## src/rtl/fetch_unit_l1_pkg.sv

```systemverilog
// Shared types for the fetch unit: the request tag carried in the memory opaque field
// and the {inst, pc} entry presented to decode.
package fetch_unit_l1_pkg;

  localparam int unsigned XLen = 32;
  localparam logic [XLen-1:0] PcStep = 32'd4;

  typedef struct packed {
    logic epoch;
  } fetch_tag_t;

  typedef struct packed {
    logic [XLen-1:0] inst;
    logic [XLen-1:0] pc;
  } buf_entry_t;

endpackage

```

## src/rtl/fetch_unit_l1_if.sv

```systemverilog
// Memory request/response and fetch-to-decode handshake bundle.
// master: the fetch unit; slave: memory and decode.
interface fetch_unit_l1_if #(
  parameter int unsigned p_opaque_bits  = 8,
  parameter int unsigned p_seq_num_bits = 5
);
  logic                      mem_req_val;
  logic                      mem_req_rdy;
  logic [31:0]               mem_req_addr;
  logic [p_opaque_bits-1:0]  mem_req_opaque;
  logic                      mem_resp_val;
  logic                      mem_resp_rdy;
  logic [31:0]               mem_resp_data;
  logic [p_opaque_bits-1:0]  mem_resp_opaque;
  logic                      d_val;
  logic                      d_rdy;
  logic [31:0]               d_inst;
  logic [31:0]               d_pc;
  logic [p_seq_num_bits-1:0] d_seq_num;

  modport master (
    output mem_req_val, mem_req_addr, mem_req_opaque, mem_resp_rdy,
    output d_val, d_inst, d_pc, d_seq_num,
    input  mem_req_rdy, mem_resp_val, mem_resp_data, mem_resp_opaque, d_rdy
  );

  modport slave (
    input  mem_req_val, mem_req_addr, mem_req_opaque, mem_resp_rdy,
    input  d_val, d_inst, d_pc, d_seq_num,
    output mem_req_rdy, mem_resp_val, mem_resp_data, mem_resp_opaque, d_rdy
  );
endinterface

```

## src/rtl/fetch_unit_l1_fetch_buffer.sv

```systemverilog
// Small synchronous FIFO with flush; push is accepted when full if a pop happens
// in the same cycle. Depth must be a power of two >= 2.
module fetch_unit_l1_fetch_buffer #(
  parameter int unsigned Depth = 2,
  parameter int unsigned Width = 32
) (
  input  logic             clk,
  input  logic             rst,
  input  logic             flush_i,
  input  logic             push_i,
  input  logic [Width-1:0] wdata_i,
  input  logic             pop_i,
  output logic [Width-1:0] rdata_o,
  output logic             empty_o,
  output logic             full_o
);
  localparam int unsigned PtrW = $clog2(Depth);
  localparam int unsigned CntW = $clog2(Depth + 1);

  logic [Width-1:0] mem_q [Depth];
  logic [Width-1:0] mem_d [Depth];
  logic [PtrW-1:0]  wptr_q, wptr_d, rptr_q, rptr_d;
  logic [CntW-1:0]  cnt_q, cnt_d;
  logic             push_ok, pop_ok;

  always_comb begin
    empty_o = (cnt_q == '0);
    full_o  = (cnt_q == CntW'(Depth));
    rdata_o = mem_q[rptr_q];
    pop_ok  = pop_i & ~empty_o;
    push_ok = push_i & (~full_o | pop_ok);
    mem_d   = mem_q;
    wptr_d  = wptr_q;
    rptr_d  = rptr_q;
    if (push_ok) begin
      mem_d[wptr_q] = wdata_i;
      wptr_d        = wptr_q + PtrW'(1);
    end
    if (pop_ok) begin
      rptr_d = rptr_q + PtrW'(1);
    end
    cnt_d = cnt_q + CntW'(push_ok) - CntW'(pop_ok);
    if (flush_i) begin
      wptr_d = '0;
      rptr_d = '0;
      cnt_d  = '0;
    end
  end

  always_ff @(posedge clk) begin
    mem_q <= mem_d;
    if (rst) begin
      wptr_q <= '0;
      rptr_q <= '0;
      cnt_q  <= '0;
    end else begin
      wptr_q <= wptr_d;
      rptr_q <= rptr_d;
      cnt_q  <= cnt_d;
    end
  end

endmodule

```

## src/rtl/fetch_unit_l1.sv

```systemverilog
// In-order single-issue fetch unit: sequential PC generation, bounded outstanding fetches,
// in-order response buffering and sequence-number allocation. Optional: FETCH_REDIRECT_EN.
module fetch_unit_l1
  import fetch_unit_l1_pkg::*;
#(
  parameter logic [31:0] p_rst_addr      = 32'h200,
  parameter int unsigned p_num_in_flight = 2,
  parameter int unsigned p_seq_num_bits  = 5,
  parameter int unsigned p_opaque_bits   = 8
) (
  input  logic                   clk,
  input  logic                   rst,
  fetch_unit_l1_if.master        bus,
  input  logic                   commit_val
`ifdef FETCH_REDIRECT_EN
  ,
  input  logic                   redirect_val,
  input  logic [31:0]            redirect_target
`endif
);
  localparam int unsigned CntW = $clog2(p_num_in_flight + 1);
  localparam int unsigned SeqW = p_seq_num_bits + 1;

  logic [31:0]     pc_q, pc_d;
  logic [CntW-1:0] inflight_q, inflight_d;
  // One extra bit so alloc - free spans 0..2^p_seq_num_bits.
  logic [SeqW-1:0] alloc_q, alloc_d, free_q, free_d, live;
  fetch_tag_t      tag_q, tag_d;
  buf_entry_t      head;
  logic            req_fire, resp_keep, d_fire, flush;
  logic            inst_empty, inst_full, pc_empty, pc_full;
  logic [31:0]     inst_head, pc_head;
`ifdef FETCH_REDIRECT_EN
  logic [CntW-1:0] outst_q, outst_d;
`endif

  always_comb begin
    bus.mem_req_val    = ~rst & (inflight_q < CntW'(p_num_in_flight));
    bus.mem_req_addr   = pc_q;
    bus.mem_req_opaque = p_opaque_bits'(tag_q.epoch);
    bus.mem_resp_rdy   = 1'b1;
    req_fire           = bus.mem_req_val & bus.mem_req_rdy;
    live               = alloc_q - free_q;
`ifdef FETCH_REDIRECT_EN
    resp_keep = bus.mem_resp_val & (bus.mem_resp_opaque[0] == tag_q.epoch);
    flush     = redirect_val;
`else
    resp_keep = bus.mem_resp_val;
    flush     = 1'b0;
`endif
    bus.d_val     = ~inst_empty & ~live[SeqW-1] & ~flush;
    d_fire        = bus.d_val & bus.d_rdy;
    head          = '{inst: inst_head, pc: pc_head};
    bus.d_inst    = head.inst;
    bus.d_pc      = head.pc;
    bus.d_seq_num = alloc_q[p_seq_num_bits-1:0];
  end

  always_comb begin
    pc_d       = req_fire ? pc_q + PcStep : pc_q;
    inflight_d = inflight_q + CntW'(req_fire) - CntW'(d_fire);
    alloc_d    = alloc_q + SeqW'(d_fire);
    free_d     = free_q + SeqW'(commit_val);
    tag_d      = tag_q;
`ifdef FETCH_REDIRECT_EN
    outst_d = outst_q + CntW'(req_fire) - CntW'(bus.mem_resp_val);
    // Stale responses must also release their in-flight slot or fetch would starve.
    if (bus.mem_resp_val & ~resp_keep) begin
      inflight_d = inflight_d - CntW'(1);
    end
    if (redirect_val) begin
      pc_d        = redirect_target;
      tag_d.epoch = ~tag_q.epoch;
      inflight_d  = outst_d;
    end
`endif
  end

  always_ff @(posedge clk) begin
    if (rst) begin
      pc_q       <= p_rst_addr;
      inflight_q <= '0;
      alloc_q    <= '0;
      free_q     <= '0;
      tag_q      <= '0;
`ifdef FETCH_REDIRECT_EN
      outst_q    <= '0;
`endif
    end else begin
      pc_q       <= pc_d;
      inflight_q <= inflight_d;
      alloc_q    <= alloc_d;
      free_q     <= free_d;
      tag_q      <= tag_d;
`ifdef FETCH_REDIRECT_EN
      outst_q    <= outst_d;
`endif
    end
  end

  fetch_unit_l1_fetch_buffer #(
    .Depth (p_num_in_flight),
    .Width (32)
  ) u_inst_buf (
    .clk     (clk),
    .rst     (rst),
    .flush_i (flush),
    .push_i  (resp_keep),
    .wdata_i (bus.mem_resp_data),
    .pop_i   (d_fire),
    .rdata_o (inst_head),
    .empty_o (inst_empty),
    .full_o  (inst_full)
  );

  // PCs are queued at request time; in-order memory keeps them aligned with instructions.
  fetch_unit_l1_fetch_buffer #(
    .Depth (p_num_in_flight),
    .Width (32)
  ) u_pc_buf (
    .clk     (clk),
    .rst     (rst),
    .flush_i (flush),
    .push_i  (req_fire),
    .wdata_i (pc_q),
    .pop_i   (d_fire),
    .rdata_o (pc_head),
    .empty_o (pc_empty),
    .full_o  (pc_full)
  );

  a_commit_live: assert property (@(posedge clk) disable iff (rst) commit_val |-> live != '0)
    else $error("commit_val with no live sequence numbers");
  a_inst_space: assert property (@(posedge clk) disable iff (rst) resp_keep |-> !inst_full || d_fire)
    else $error("response arrived with instruction buffer full");
  a_pc_space: assert property (@(posedge clk) disable iff (rst) req_fire |-> !pc_full || d_fire)
    else $error("request issued with pc buffer full");
  a_pc_align: assert property (@(posedge clk) disable iff (rst) bus.d_val |-> !pc_empty)
    else $error("instruction present without matching pc");

endmodule
```

## src/flat_wrapper.sv

```systemverilog
// flat-port wrapper written by rule: the top's interface ports become plain ports
module fetch_unit_l1_flat import fetch_unit_l1_pkg::*;
#(
  parameter logic [31:0] p_rst_addr      = 32'h200,
  parameter int unsigned p_num_in_flight = 2,
  parameter int unsigned p_seq_num_bits  = 5,
  parameter int unsigned p_opaque_bits   = 8
)
  (clk, rst, commit_val, bus_mem_req_val, bus_mem_req_addr, bus_mem_req_opaque, bus_mem_resp_rdy, bus_d_val, bus_d_inst, bus_d_pc, bus_d_seq_num, bus_mem_req_rdy, bus_mem_resp_val, bus_mem_resp_data, bus_mem_resp_opaque, bus_d_rdy);
  fetch_unit_l1_if #(.p_opaque_bits(p_opaque_bits), .p_seq_num_bits(p_seq_num_bits)) bus_i ();
  input  logic clk;
  input  logic rst;
  input  logic commit_val;
  output wire logic [$bits(bus_i.mem_req_val)-1:0] bus_mem_req_val;
  output wire logic [$bits(bus_i.mem_req_addr)-1:0] bus_mem_req_addr;
  output wire logic [$bits(bus_i.mem_req_opaque)-1:0] bus_mem_req_opaque;
  output wire logic [$bits(bus_i.mem_resp_rdy)-1:0] bus_mem_resp_rdy;
  output wire logic [$bits(bus_i.d_val)-1:0] bus_d_val;
  output wire logic [$bits(bus_i.d_inst)-1:0] bus_d_inst;
  output wire logic [$bits(bus_i.d_pc)-1:0] bus_d_pc;
  output wire logic [$bits(bus_i.d_seq_num)-1:0] bus_d_seq_num;
  input wire logic [$bits(bus_i.mem_req_rdy)-1:0] bus_mem_req_rdy;
  input wire logic [$bits(bus_i.mem_resp_val)-1:0] bus_mem_resp_val;
  input wire logic [$bits(bus_i.mem_resp_data)-1:0] bus_mem_resp_data;
  input wire logic [$bits(bus_i.mem_resp_opaque)-1:0] bus_mem_resp_opaque;
  input wire logic [$bits(bus_i.d_rdy)-1:0] bus_d_rdy;
  assign bus_mem_req_val = bus_i.mem_req_val;
  assign bus_mem_req_addr = bus_i.mem_req_addr;
  assign bus_mem_req_opaque = bus_i.mem_req_opaque;
  assign bus_mem_resp_rdy = bus_i.mem_resp_rdy;
  assign bus_d_val = bus_i.d_val;
  assign bus_d_inst = bus_i.d_inst;
  assign bus_d_pc = bus_i.d_pc;
  assign bus_d_seq_num = bus_i.d_seq_num;
  assign bus_i.mem_req_rdy = bus_mem_req_rdy;
  assign bus_i.mem_resp_val = bus_mem_resp_val;
  assign bus_i.mem_resp_data = bus_mem_resp_data;
  assign bus_i.mem_resp_opaque = bus_mem_resp_opaque;
  assign bus_i.d_rdy = bus_d_rdy;
  fetch_unit_l1 #(.p_rst_addr(p_rst_addr), .p_num_in_flight(p_num_in_flight), .p_seq_num_bits(p_seq_num_bits), .p_opaque_bits(p_opaque_bits)) u_core (.clk(clk), .rst(rst), .bus(bus_i), .commit_val(commit_val));
endmodule
```

## config.mk

```make
export PLATFORM = sky130hd
export DESIGN_NAME = fetch_unit_l1_flat
export DESIGN_NICKNAME = d
export VERILOG_FILES = /design/src/rtl/fetch_unit_l1_pkg.sv /design/src/rtl/fetch_unit_l1_if.sv /design/src/rtl/fetch_unit_l1_fetch_buffer.sv /design/src/rtl/fetch_unit_l1.sv /design/src/flat_wrapper.sv
export SDC_FILE = /design/constraint.sdc
export NUM_CORES = 1
export LEC_CHECK = 0
export ABC_AREA = 1
export CORE_UTILIZATION = 35
export CTS_CLUSTER_DIAMETER = 30
export DETAILED_ROUTE_END_ITERATION = 8
export REMOVE_ABC_BUFFERS = 1
export SLEW_MARGIN = 15
export SYNTH_ARGS = -nofsm -noshare
export SYNTH_HDL_FRONTEND = slang
export SYNTH_SLANG_ARGS = --single-unit
export TNS_END_PERCENT = 30
```

## constraint.sdc

```tcl
create_clock -name clk -period 5.4 [get_ports clk]
set_input_delay 0.54 -clock clk [delete_from_list [all_inputs] [get_ports clk]]
set_output_delay 0.54 -clock clk [all_outputs]
set_load 0.03 [all_outputs]
```

==> results.cfg, run 1 <==
[status]
status = finished with violations
violations = design-rule violations

[sta]
fin_skew_ns = 0.00897
worst_pin_slew_ns = 1.07
min_period_over_period = 0.658
max_freq_ghz = 0.282
rsz0062_at_grt = false
drv_slew = 0
hold_viol_final = 0
setup_violations = 0
tns_ns = 0
whs_ns = 0.482
period_minus_slack_ns = 3.55
slew_headroom = 0.282

[logic_synthesis]
ys.warnings.count = 0
syn_area_per_cell_um2 = 9.92
synth_most_common_cell = nand2_1
async_flop_share = 0
netlist_instances = 756
synth_edf_count = 124
ys_ff_latch = 176
ys_seq_area_frac = 0.635
netlist.area_leader.share = 0.497
yosys.area.top_type = edfxtp_1
synth_commonest_cells = nand2_1 (271), edfxtp_1 (124), inv_1 (64)
synthDistinctLibCells = 37
ys.flop_type = edfxtp_1
synth_area_leaders = edfxtp_1 (50%), dfxtp_1 (14%), nand2_1 (14%)
synth_area_um2 = 7500

[critical_path]
critPathLaunchType = flop
required_ns = 4.86
cpPeakStageDelay_ns = 0.95
crit_slowest_cell = clkinv_1
end_kind = output port
crit_path_start = u_core.u_inst_buf.rptr_q
path_cells = buf_4 > clkinv_1 > nand2_1 > nand2_1 > clkdlybuf4s50_1
path_class = reg -> out
cp_num_buf_inv = 3
cp.arrival_ns = 3.01
r2r-start = u_core.free_q[4]
crit_top_cell = nand2_1
cp_top_family = buffers and inverters
crit_path_max_fanout = 34

[detailed_routing]
dr.pass1.iters = 9
drt-wirelength-per-cell_um = 13.7
ant_nets = 0
vias = 5265
drc_errors = 2
drt_iter0_markers = 273
vias_per_cell = 4.47
wirelength_um = 16100

[clock_tree]
clockBufferDepth = 2
ctsResizeCount = 0
cts_tree = built
clk_latency_ns = 0.43
ctsRootBufferMaster = clkbuf_16
cts_buffers = 17
cts_max_level = 4
clock_sinks = 176
cts_setup_buffers = 0
cts_hold_buffers = 0
clkSlewWorstSetupHoldPaths_ns = 0.07

[layout]
final_util = 0.460
diodes = 0
fill_cells = 1971
syn_to_final_growth_pct = 28.9
drive_above_1_share = 0.0675
nNetsFinal = 951
final_area_um2 = 9660

[placed_design]
port-buffer-count = 136
dpl-instance-area_um2 = 9080
hpwl_um = 10600
place_congestion = 0.875

[floorplanning]
initial_utilization = 0.357
die_area_um2 = 22000
rows = 53
dieWidth_um = 148
die-height_um = 148
core_um2 = 21000
io_pins = 158

[hold_path]
min_from = u_core.u_pc_buf.cnt_q[1]
min_path_type = reg -> reg

[grt]
grt_max_degree = 35
antenna_found_initial = 0
grt_pass1_vias = 4953
grt_pass1_wl_um = 25800
gr-total-overflow = 0
grt.total_usage = 0.153

[flow_run]
maxCapViolCount = 0

[pwr]
leakagePower_uw = 0.00380
peakVddDrop_v = 0.000212
cellPowerDensity_nw_per_um2 = 390
p_total_uw = 3770
==> path summary, 6_finish.rpt <==
check                               to  slack [ns]  cells past startpoint
min           u_core.u_pc_buf.cnt_q[1]        0.48                      1
max                      bus_d_inst[0]        1.85                      5
min reg2reg   u_core.u_pc_buf.cnt_q[1]        0.48                      1
max reg2reg  u_core.u_pc_buf.mem_q[25]        2.34                     13
==> where the power goes <==
part           leakage, µW  total, µW  switching [µW]  internal [µW]
sequential         0.00160       1620            44.5           1580
clock             0.000280       1220             533            691
combinational      0.00192        919             590            329
==> worst reg2reg max path: stages, from the launching register on <==
cell and delay, ns:
dfxtp_1 0.34, inv_1 0.07, ha_1 0.29, nand2_1 0.07
nor2_1 0.10, nand2_1 0.07, nand3_1 0.07, nand2_1 0.06
nand2_1 0.06, nand3_1 0.31, nand2_1 0.23, nand3_1 0.11
inv_1 0.63, buf_4 0.36
==> layout by cell type (no fill, tap or decap), types with 13 or more instances in the layout <==
master / Yosys / layout
a21oi_1: 30 / 30
clkbuf_16: 0 / 17
clkdlybuf4s50_1: 0 / 136
conb_1: 2 / 13
dfxtp_1: 52 / 52
edfxtp_1: 124 / 124
ha_1: 14 / 14
inv_1: 64 / 64
nand2_1: 271 / 271
nand3_1: 22 / 22
nor2_1: 57 / 55
nor3_1: 17 / 17
o21ai_0: 16 / 16
==> routing by layer <==
metal	global-route usage	share of wire	routed length, µm	up-vias
met5	0	0	0	-
met4	0.0608	0.012	199	0
met3	0.0239	0.035	569	15
met2	0.246	0.46	7430	106
met1	0.207	0.49	7900	2436
li1	-	-	-	2708
==> metrics by stage <==
stage | setup WS, ns | instances
final | 1.85 | 1179
after global routing | 1.54 | 1179
after CTS | 1.73 | 1179
after detailed placement | 2.12 | 1147
after global placement | 2.12 | 1147
after floorplan | 1.99 | 728
==> layout make-up <==
cell class                      count  area (µm²)  area share
Sequential cell                   176        4760       0.493
Clock inverter                     14         156      0.0162
Tap cell                          275         344      0.0356
Timing Repair Buffer              144        1420       0.147
Clock buffer                       18         429      0.0444
Multi-Input combinational cell    486        2300       0.238
Inverter                           66         248      0.0256
==> flip-flops by register name, indices dropped and copies added, names as in the netlist, 2 cells and up <==
signal                   flops
u_core.u_pc_buf.cnt_q        2
u_core.free_q                6
u_core.u_inst_buf.cnt_q      2
u_core.u_pc_buf.mem_q       60
u_core.alloc_q               6
u_core.bus.mem_req_addr     30
u_core.u_inst_buf.mem_q     64
u_core.inflight_q            2
==> kinds of logic (layout without fill, tap and decap cells) <==
kind of cell	count (synthesis)	in the layout	share of synthesized area
and+or+nand+nor	398	398	0.230
DFF	176	176	0.635
buffers and inverters	105	242	0.0639
AOI/OAI and AO/OA	51	51	0.0350
adders and majority gates	14	14	0.0234
xor gates and xnor gates	10	10	0.0117
other	2	13	0.00100
No activity file was read; power rests on OpenSTA's default activity.
==> run 2, diff against run 1 <==
==> constraint.sdc (replaced) <==
create_clock -name clk -period 3.3 [get_ports clk]
set_input_delay 0.33 -clock clk [delete_from_list [all_inputs] [get_ports clk]]
set_output_delay 0.33 -clock clk [all_outputs]
set_load 0.03 [all_outputs]
==> results.cfg, run 2 (synthesized netlist as in run 1, its figures left out) <==
[status]
status = finished with violations
violations = design-rule violations

[pwr]
seqPwrFrac = 0.432
cellPowerDensity_nw_per_um2 = 639
leakagePower_uw = 0.00381
intPower_uw = 4270
peakVddDrop_v = 0.000355
combPwrFrac = 0.239
pwr-share-clk = 0.329
p_sw_frac = 0.311
power_switching_uw = 1930

[critical_path]
end_kind = flop
crit_top_cell = nand2_1
crit_slowest_cell = dfxtp_1
cp.arrival_ns = 3.07
critPathLaunchType = flop
cpPeakStageDelay_ns = 0.33
crit_path_max_fanout = 11
path_cells = inv_1 > ha_1 > nand2_1 > nor2_1 > nand2_1 > nand3_1 > nand2_1 > nand2_1 > nand3_1 > nand2_1 > nand2_1 > ha_1 > inv_1 > ha_1 > xor2_1 > o21ai_0 > a21oi_1
path_class = reg -> reg
required_ns = 3.66

[grt]
gr-total-overflow = 0
grt_pass1_wl_um = 25500
grtUsageMet3 = 0.0273
grt.total_usage = 0.151
grt_max_degree = 35
antenna_found_initial = 0
grt_busiest_layer = met2
grt_pass1_vias = 4905
use_met2 = 0.247
gr-usage-met1 = 0.199

[detailed_routing]
dr.pass1.iters = 8
drc_errors = 2
vias_per_cell = 4.49
wirelength_um = 15700
ant_nets = 0
drt_iter0_markers = 318
vias = 5296
drt-wirelength-per-cell_um = 13.3

[clock_tree]
cts_hold_buffers = 0
clkSlewWorstSetupHoldPaths_ns = 0.06
cts_max_level = 4
ctsResizeCount = 0
cts_tree = built
clock_sinks = 176
cts_setup_buffers = 0
ctsRootBufferMaster = clkbuf_16
cts_buffers = 17
clockBufferDepth = 2
clk_latency_ns = 0.43

[layout]
drive_above_1_share = 0.0696
diodes = 0
nNetsFinal = 952
instances_no_fill = 1180
largest_reg_flops = 64
final_util = 0.461
fill_cells = 2009
most-common-layout-cells = nand2_1 (271), clkdlybuf4s50_1 (136), edfxtp_1 (124), inv_1 (64), nor2_1 (55)
top_register = u_core.u_inst_buf.mem_q
layout_commonest_cell = nand2_1
syn_to_final_growth_pct = 29.2

[placed_design]
dp.cells = 1148
hpwl_um = 10500
place_congestion = 0.834
port-buffer-count = 136

[sta]
fin_skew_ns = 0.00871
max_freq_ghz = 0.368
setup_violations = 0
worst_pin_slew_ns = 0.863
hold_viol_final = 0
rsz0062_at_grt = false
drv_slew = 0
whs_ns = 0.477
min_period_over_period = 0.824
slew_headroom = 0.424
period_minus_slack_ns = 2.72

[floorplanning]
dieWidth_um = 148
core_um2 = 21000
initial_utilization = 0.357
io_pins = 158
rows = 53
die-height_um = 148
die_area_um2 = 22000

[flow_run]
maxCapViolCount = 0

[hold_path]
min_path_type = reg -> reg
==> run 2: cell count changes in the layout (fill, tap and decap cells not counted) <==
cell,delta
clkinv_4,+2
clkbuf_1,-1
inv_8,+1
buf_4,+1
clkinv_2,-1
inv_6,-2
clkinv_8,+1
==> run 2: path summary, 6_finish.rpt <==
check	start	to	slack, ns	depth (start not counted)
hold / removal	u_core.u_pc_buf.cnt_q[1]	u_core.u_pc_buf.cnt_q[1]	0.48	1
hold reg to reg	u_core.u_pc_buf.cnt_q[1]	u_core.u_pc_buf.cnt_q[1]	0.48	1
setup / recovery	u_core.free_q[4]	u_core.u_pc_buf.cnt_q[1]	0.58	17
setup reg to reg	u_core.free_q[4]	u_core.u_pc_buf.cnt_q[1]	0.58	17
==> run 2: layout make-up <==
class	count	area, µm²	area share
Timing Repair Buffer	145	1430	0.147
Clock inverter	15	179	0.0185
Clock buffer	17	425	0.0439
Multi-Input combinational cell	486	2300	0.237
Inverter	66	248	0.0256
Tap cell	275	344	0.0355
Sequential cell	176	4760	0.492
==> run 2: per-stage QoR <==
step	instance area, µm²	setup slack, ns	setup TNS, ns	total power (µW)
after CTS	9690	0.535	0	6280
after floorplan	7310	-0.107	-3.90	3590
after global placement	9090	0.597	0	4220
after detailed placement	9090	0.566	0	4230
after global routing	9690	0.272	0	6480
final	9690	0.580	0	6190
==> run 2: worst max-delay path, delay by kind of cell, from the launching register on <==
family | cells | cell delay [ns]
flops | 1 | 0.33
xor+xnor | 1 | 0.17
fa+ha+maj | 3 | 0.73
compound gates | 2 | 0.24
simple gates | 9 | 1.06
buf+inv | 2 | 0.13
==> run 2: per-layer routing <==
layer | part of all wire | vias to the layer above
li1 | - | 2718
met1 | 0.47 | 2450
met2 | 0.48 | 114
met3 | 0.033 | 14
met4 | 0.014 | 0
met5 | 0 | -
==> run 2: power groups by stage <==
| stage | Sequential, µW | Clock (µW) | Combinational, µW |
|---|---|---|---|
| 2_1_floorplan | 2740 | 0 | 851 |
| 3_3_place_gp | 2720 | 0 | 1500 |
| 3_5_place_dp | 2720 | 0 | 1500 |
| 4_1_cts | 2670 | 2100 | 1510 |
| 5_1_grt | 2690 | 2160 | 1620 |
| 6_report | 2670 | 2040 | 1480 |
==> run 3, diff against run 2 <==
==> constraint.sdc (replaced) <==
create_clock -name clk -period 2.34 [get_ports clk]
set_input_delay 0.234 -clock clk [delete_from_list [all_inputs] [get_ports clk]]
set_output_delay 0.234 -clock clk [all_outputs]
set_load 0.03 [all_outputs]
==> results.cfg, run 3 (synthesized netlist as in run 1, its figures left out) <==
[grt]
grt_max_degree = 33
grt.total_usage = 0.151
grt_pass1_vias = 5073
gr-total-overflow = 0
antenna_found_initial = 0
grt_pass1_wl_um = 25500

[flow_run]
maxCapViolCount = 0

[sta]
tns_ns = 0
period_minus_slack_ns = 2.29
drv_slew = 0
hold_viol_final = 0
max_freq_ghz = 0.437
min_period_over_period = 0.978
rsz0062_at_grt = true
whs_ns = 0.387
setup_violations = 0
fin_skew_ns = 0.0142

[floorplanning]
core_um2 = 21000
die_area_um2 = 22000
die-height_um = 148
dieWidth_um = 148
io_pins = 158
initial_utilization = 0.357
rows = 53

[detailed_routing]
dr.pass1.iters = 8
ant_nets = 0
drt_iter0_markers = 235
vias = 5403
wirelength_um = 16100
drt-wirelength-per-cell_um = 13.4
vias_per_cell = 4.50
drc_errors = 2

[pwr]
cellPowerDensity_nw_per_um2 = 919
leakagePower_uw = 0.00402
peakVddDrop_v = 0.000483

[critical_path]
cpPeakStageDelay_ns = 0.34
crit_slowest_cell = dfxtp_2
crit_path_max_fanout = 5
crit_path_start = u_core.free_q[4]
end_kind = flop
cp.arrival_ns = 2.60
cp_top_family = simple AND/OR/NAND/NOR gates
path_cells = inv_2 > ha_4 > nand2_2 > nor2_1 > nand2_1 > nand3_2 > nand2_2 > nand2_2 > nand3_4 > nand2_2 > nand2_2 > ha_4 > inv_2 > ha_4 > xor2_1 > o21ai_1 > a21oi_1
critPathLaunchType = flop
crit_top_cell = nand2_2
required_ns = 2.65
r2r-start = u_core.free_q[4]
cp_num_buf_inv = 2
path_class = reg -> reg

[clock_tree]
cts_hold_buffers = 0
cts_buffers = 17
cts_max_level = 4
clockBufferDepth = 2
clk_latency_ns = 0.43
ctsRootBufferMaster = clkbuf_16
clkSlewWorstSetupHoldPaths_ns = 0.07
clock_sinks = 176
cts_tree = built

[hold_path]
min_from = bus_mem_resp_data[30]
min_path_type = in -> reg

[placed_design]
place_congestion = 0.814
port-buffer-count = 136
hpwl_um = 10600

[layout]
drive_above_1_share = 0.131
final_util = 0.480
diodes = 0
largest_reg_flops = 64
most-common-layout-cells = nand2_1 (264), edfxtp_1 (124), clkdlybuf4s50_1 (123), inv_1 (61), nor2_1 (54)
syn_to_final_growth_pct = 34.6
layout_commonest_cell = nand2_1
nNetsFinal = 974
top_register = u_core.u_inst_buf.mem_q

[status]
status = finished with violations
violations = design-rule violations
run 3: worst paths after layout:
| check | to | slack (ns) | cells after the start |
|---|---|---|---|
| max | u_core.u_pc_buf.cnt_q[1] | 0.05 | 17 |
| min | u_core.u_inst_buf.mem_q[30] | 0.39 | 1 |
| max reg2reg | u_core.u_pc_buf.cnt_q[1] | 0.05 | 17 |
| min reg2reg | u_core.u_pc_buf.cnt_q[1] | 0.48 | 1 |
run 3: area by class of cell:
cell class                 instances  area, µm²
clock buffer                      19        433
clock inverter                    13        244
sequential                       176       4770
tap                              275        344
inverter                          66        249
fill                            1898      10900
multi-input combinational        486       2410
timing repair buffer             167       1640
run 3: power breakdown:
group | total [µW] | internal (µW) | leakage [µW] | switching (µW)
registers | 3750 | 3640 | 0.00160 | 109
logic | 2290 | 872 | 0.00209 | 1410
clock network | 3240 | 2030 | 0.000329 | 1210
run 3: through the flow:
| stage | setup slack [ns] | power [µW] | area (µm²) | cells |
|---|---|---|---|---|
| 5_1_grt | -0.0562 | 9680 | 10100 | 1202 |
| 2_1_floorplan | -1.07 | 5070 | 7310 | 728 |
| 3_5_place_dp | -0.120 | 6040 | 9260 | 1166 |
| 4_1_cts | 0.00516 | 9320 | 9970 | 1198 |
| 3_3_place_gp | -0.0678 | 6020 | 9260 | 1166 |
| 6_report | 0.0520 | 9280 | 10100 | 1202 |
run 3: layer usage:
metal  routed length [µm]  global-route usage  part of all wire  vias up
li1                     -                   -                 -     2760
met1                 7550               0.198              0.47     2503
met2                 7730               0.242              0.48      124
met3                  551              0.0331             0.034       16
met4                  297              0.0613             0.018        0
met5                    0                   0                 0        -
run 3: timing repair:
action,in CTS,in global routing
pin swaps,0,14
resized for setup,9,32
setup buffers,0,4
endpoints found under the setup margin,78,132
run 3: worst reg2reg max path: cells and delay by family (launching register included):
| kind | cells | cell delay (ns) |
|---|---|---|
| xor+xnor | 1 | 0.16 |
| flops | 1 | 0.34 |
| fa+ha+maj | 3 | 0.68 |
| buf+inv | 2 | 0.09 |
| simple gates | 9 | 0.73 |
| compound gates | 2 | 0.17 |
==> edit (flow settings as in run 1) <==
`p_seq_num_bits` is set to 5 in 3 places; all go to 10.
--- a/src/rtl/fetch_unit_l1_if.sv
+++ b/src/rtl/fetch_unit_l1_if.sv
@@ -2,7 +2,7 @@
 // master: the fetch unit; slave: memory and decode.
 interface fetch_unit_l1_if #(
   parameter int unsigned p_opaque_bits  = 8,
-  parameter int unsigned p_seq_num_bits = 5
+  parameter int unsigned p_seq_num_bits = 10
 );
   logic                      mem_req_val;
   logic                      mem_req_rdy;
--- a/src/rtl/fetch_unit_l1.sv
+++ b/src/rtl/fetch_unit_l1.sv
@@ -5,7 +5,7 @@
 #(
   parameter logic [31:0] p_rst_addr      = 32'h200,
   parameter int unsigned p_num_in_flight = 2,
-  parameter int unsigned p_seq_num_bits  = 5,
+  parameter int unsigned p_seq_num_bits  = 10,
   parameter int unsigned p_opaque_bits   = 8
 ) (
   input  logic                   clk,
--- a/src/flat_wrapper.sv
+++ b/src/flat_wrapper.sv
@@ -3,7 +3,7 @@
 #(
   parameter logic [31:0] p_rst_addr      = 32'h200,
   parameter int unsigned p_num_in_flight = 2,
-  parameter int unsigned p_seq_num_bits  = 5,
+  parameter int unsigned p_seq_num_bits  = 10,
   parameter int unsigned p_opaque_bits   = 8
 )
   (clk, rst, commit_val, bus_mem_req_val, bus_mem_req_addr, bus_mem_req_opaque, bus_mem_resp_rdy, bus_d_val, bus_d_inst, bus_d_pc, bus_d_seq_num, bus_mem_req_rdy, bus_mem_resp_val, bus_mem_resp_data, bus_mem_resp_opaque, bus_d_rdy);
Interface: changed (resized bus_d_seq_num); port bits go from 158 to 163. The function was not compared with the original's and may differ.
==> edit against run 1 <==
Power grew 3.8%; routed wire length rose by 2.4%; worst setup slack improved by 0.028 ns; die area is 5.2% higher; highest routed layer unchanged; the run still ends with DRC left; sequential cell count is 10 higher; area after synthesis rose by 5.3%; final area increased by 4.5%; via count is 4.2% higher; utilization about the same.
==> edit: results <==
export IMPL_clock_root_buffer="clkbuf_16"
export IMPL_grt_pass1_wl_um=26800
export IMPL_drive_gt1_share_pct=5.96
export IMPL_gp_congestion=0.780
export IMPL_power_per_cell_area_mw_per_mm2=387
export IMPL_nFillCells=2052
export IMPL_ir_worst_vdd_mv=0.203
export IMPL_synth_common_cells="nand2_1 (262), edfxtp_1 (124), inv_1 (67), dfxtp_1 (62), nor2_1 (62)"
export IMPL_outcome="complete, but fails checks"
export IMPL_grt_max_degree=35
export IMPL_drc=12
export IMPL_hpwl_um=11000
export IMPL_critPathArrivalTime_ns=2.98
export IMPL_largest_reg_flops=64
export IMPL_first_global_vias=5141
export IMPL_fin_skew_ns=0.0129
export IMPL_grt_usage_pct=15.0
export IMPL_wl_per_cell_um=13.5
export IMPL_grt_use_met3_pct=2.99
export IMPL_drtIter0Drc=293
export IMPL_nets=992
export IMPL_gr_usage_met1_pct=20.2
export IMPL_yosys_top_cells_area="edfxtp_1 (47%), dfxtp_1 (16%), nand2_1 (12%), inv_1 (3.2%), ha_1 (3.2%)"
export IMPL_startpoint="u_core.u_inst_buf.rptr_q"
export IMPL_worstMarginPinSlew_ns=1.06
export IMPL_firstDrtPassIters=7
export IMPL_r2r_start="u_core.free_q[8]"
export IMPL_worstHoldStart="u_core.u_inst_buf.cnt_q[1]"
export IMPL_io_buffers=141
export IMPL_leakage_nw=3.94
export IMPL_max_stage_delay_ns=0.93
export IMPL_synth_warnings=0
export IMPL_ys_seq_area_share_pct=62.9
export IMPL_via_per_inst=4.50
export IMPL_gr_usage_met2_pct=23.9
export IMPL_violations="DRC"
export IMPL_ys_types=35
## edit: worst reg2reg max path: stages (launching register included)
cell and delay (ns):
dfxtp_1 0.41, inv_1 0.07, ha_1 0.27, nand2_1 0.06, nor2_1 0.14, nand3_1 0.13
nand3_1 0.10, nand2_1 0.06, nand2_1 0.05, nand3_1 0.27, inv_1 0.21, ha_1 0.20
ha_1 0.17, nand2_1 0.05, inv_1 0.07, nand2_1 0.08, nor2_1 0.16, nand2_1 0.06
nor2_1 0.17, and3_1 0.21, nand2_1 0.07, o21ai_0 0.14, a21oi_1 0.05
## edit: per-layer routing
metal	part of all wire (%)	wire length (um)
met5	0	0
met4	0.84	138
met3	3.8	632
met2	47	7720
met1	48	7990
## edit: layout make-up
type | instances | area [um2] | share of cell area [%]
repair buffers | 147 | 1460 | 14.4
clock inverters | 15 | 173 | 1.71
clock buffers | 17 | 425 | 4.21
flip-flops and latches | 186 | 4960 | 49.2
inverters | 69 | 264 | 2.61
multi-input cells | 505 | 2460 | 24.4
well taps | 280 | 350 | 3.47
## edit: logic make-up (layout without fill, tap and decap cells)
| kind of cell | Yosys count | in the layout | share of synthesized area [%] |
|---|---|---|---|
| AND/OR/NAND/NOR | 391 | 391 | 21.1 |
| flip-flops | 186 | 186 | 62.9 |
| buffers and inverters | 112 | 248 | 6.58 |
| AO/OA/AOI/OAI | 64 | 64 | 4.33 |
| adder cells (fa/ha/maj) | 20 | 20 | 3.17 |
| XOR/XNOR | 17 | 17 | 1.89 |
| other | 2 | 13 | 0.0951 |
## edit: metrics by stage
stage / worst slack, ns / cell area, um2 / std cells / util (%)
6_report: 1.88 / 10100 / 1219 / 46.0
5_1_grt: 1.57 / 10100 / 1219 / 46.0
4_1_cts: 1.81 / 10100 / 1219 / 46.0
3_5_place_dp: 2.06 / 9500 / 1187 / 43.3
3_3_place_gp: 2.00 / 9500 / 1187 / 43.3
2_1_floorplan: 1.93 / 7680 / 760 / -
## edit: where the power goes
group	total (mW)	switching [mW]	internal, mW
Sequential	1.70	0.0442	1.66
Clock	1.25	0.591	0.663
Combinational	0.953	0.610	0.343
Total	3.91	1.24	2.67
## edit: final timing paths
check | to | slack [ns] | cells past startpoint
max | bus_d_inst[12] | 1.88 | 5
min reg2reg | u_core.u_inst_buf.cnt_q[1] | 0.46 | 1
max reg2reg | u_core.alloc_q[10] | 2.09 | 22
min | u_core.u_inst_buf.cnt_q[1] | 0.46 | 1
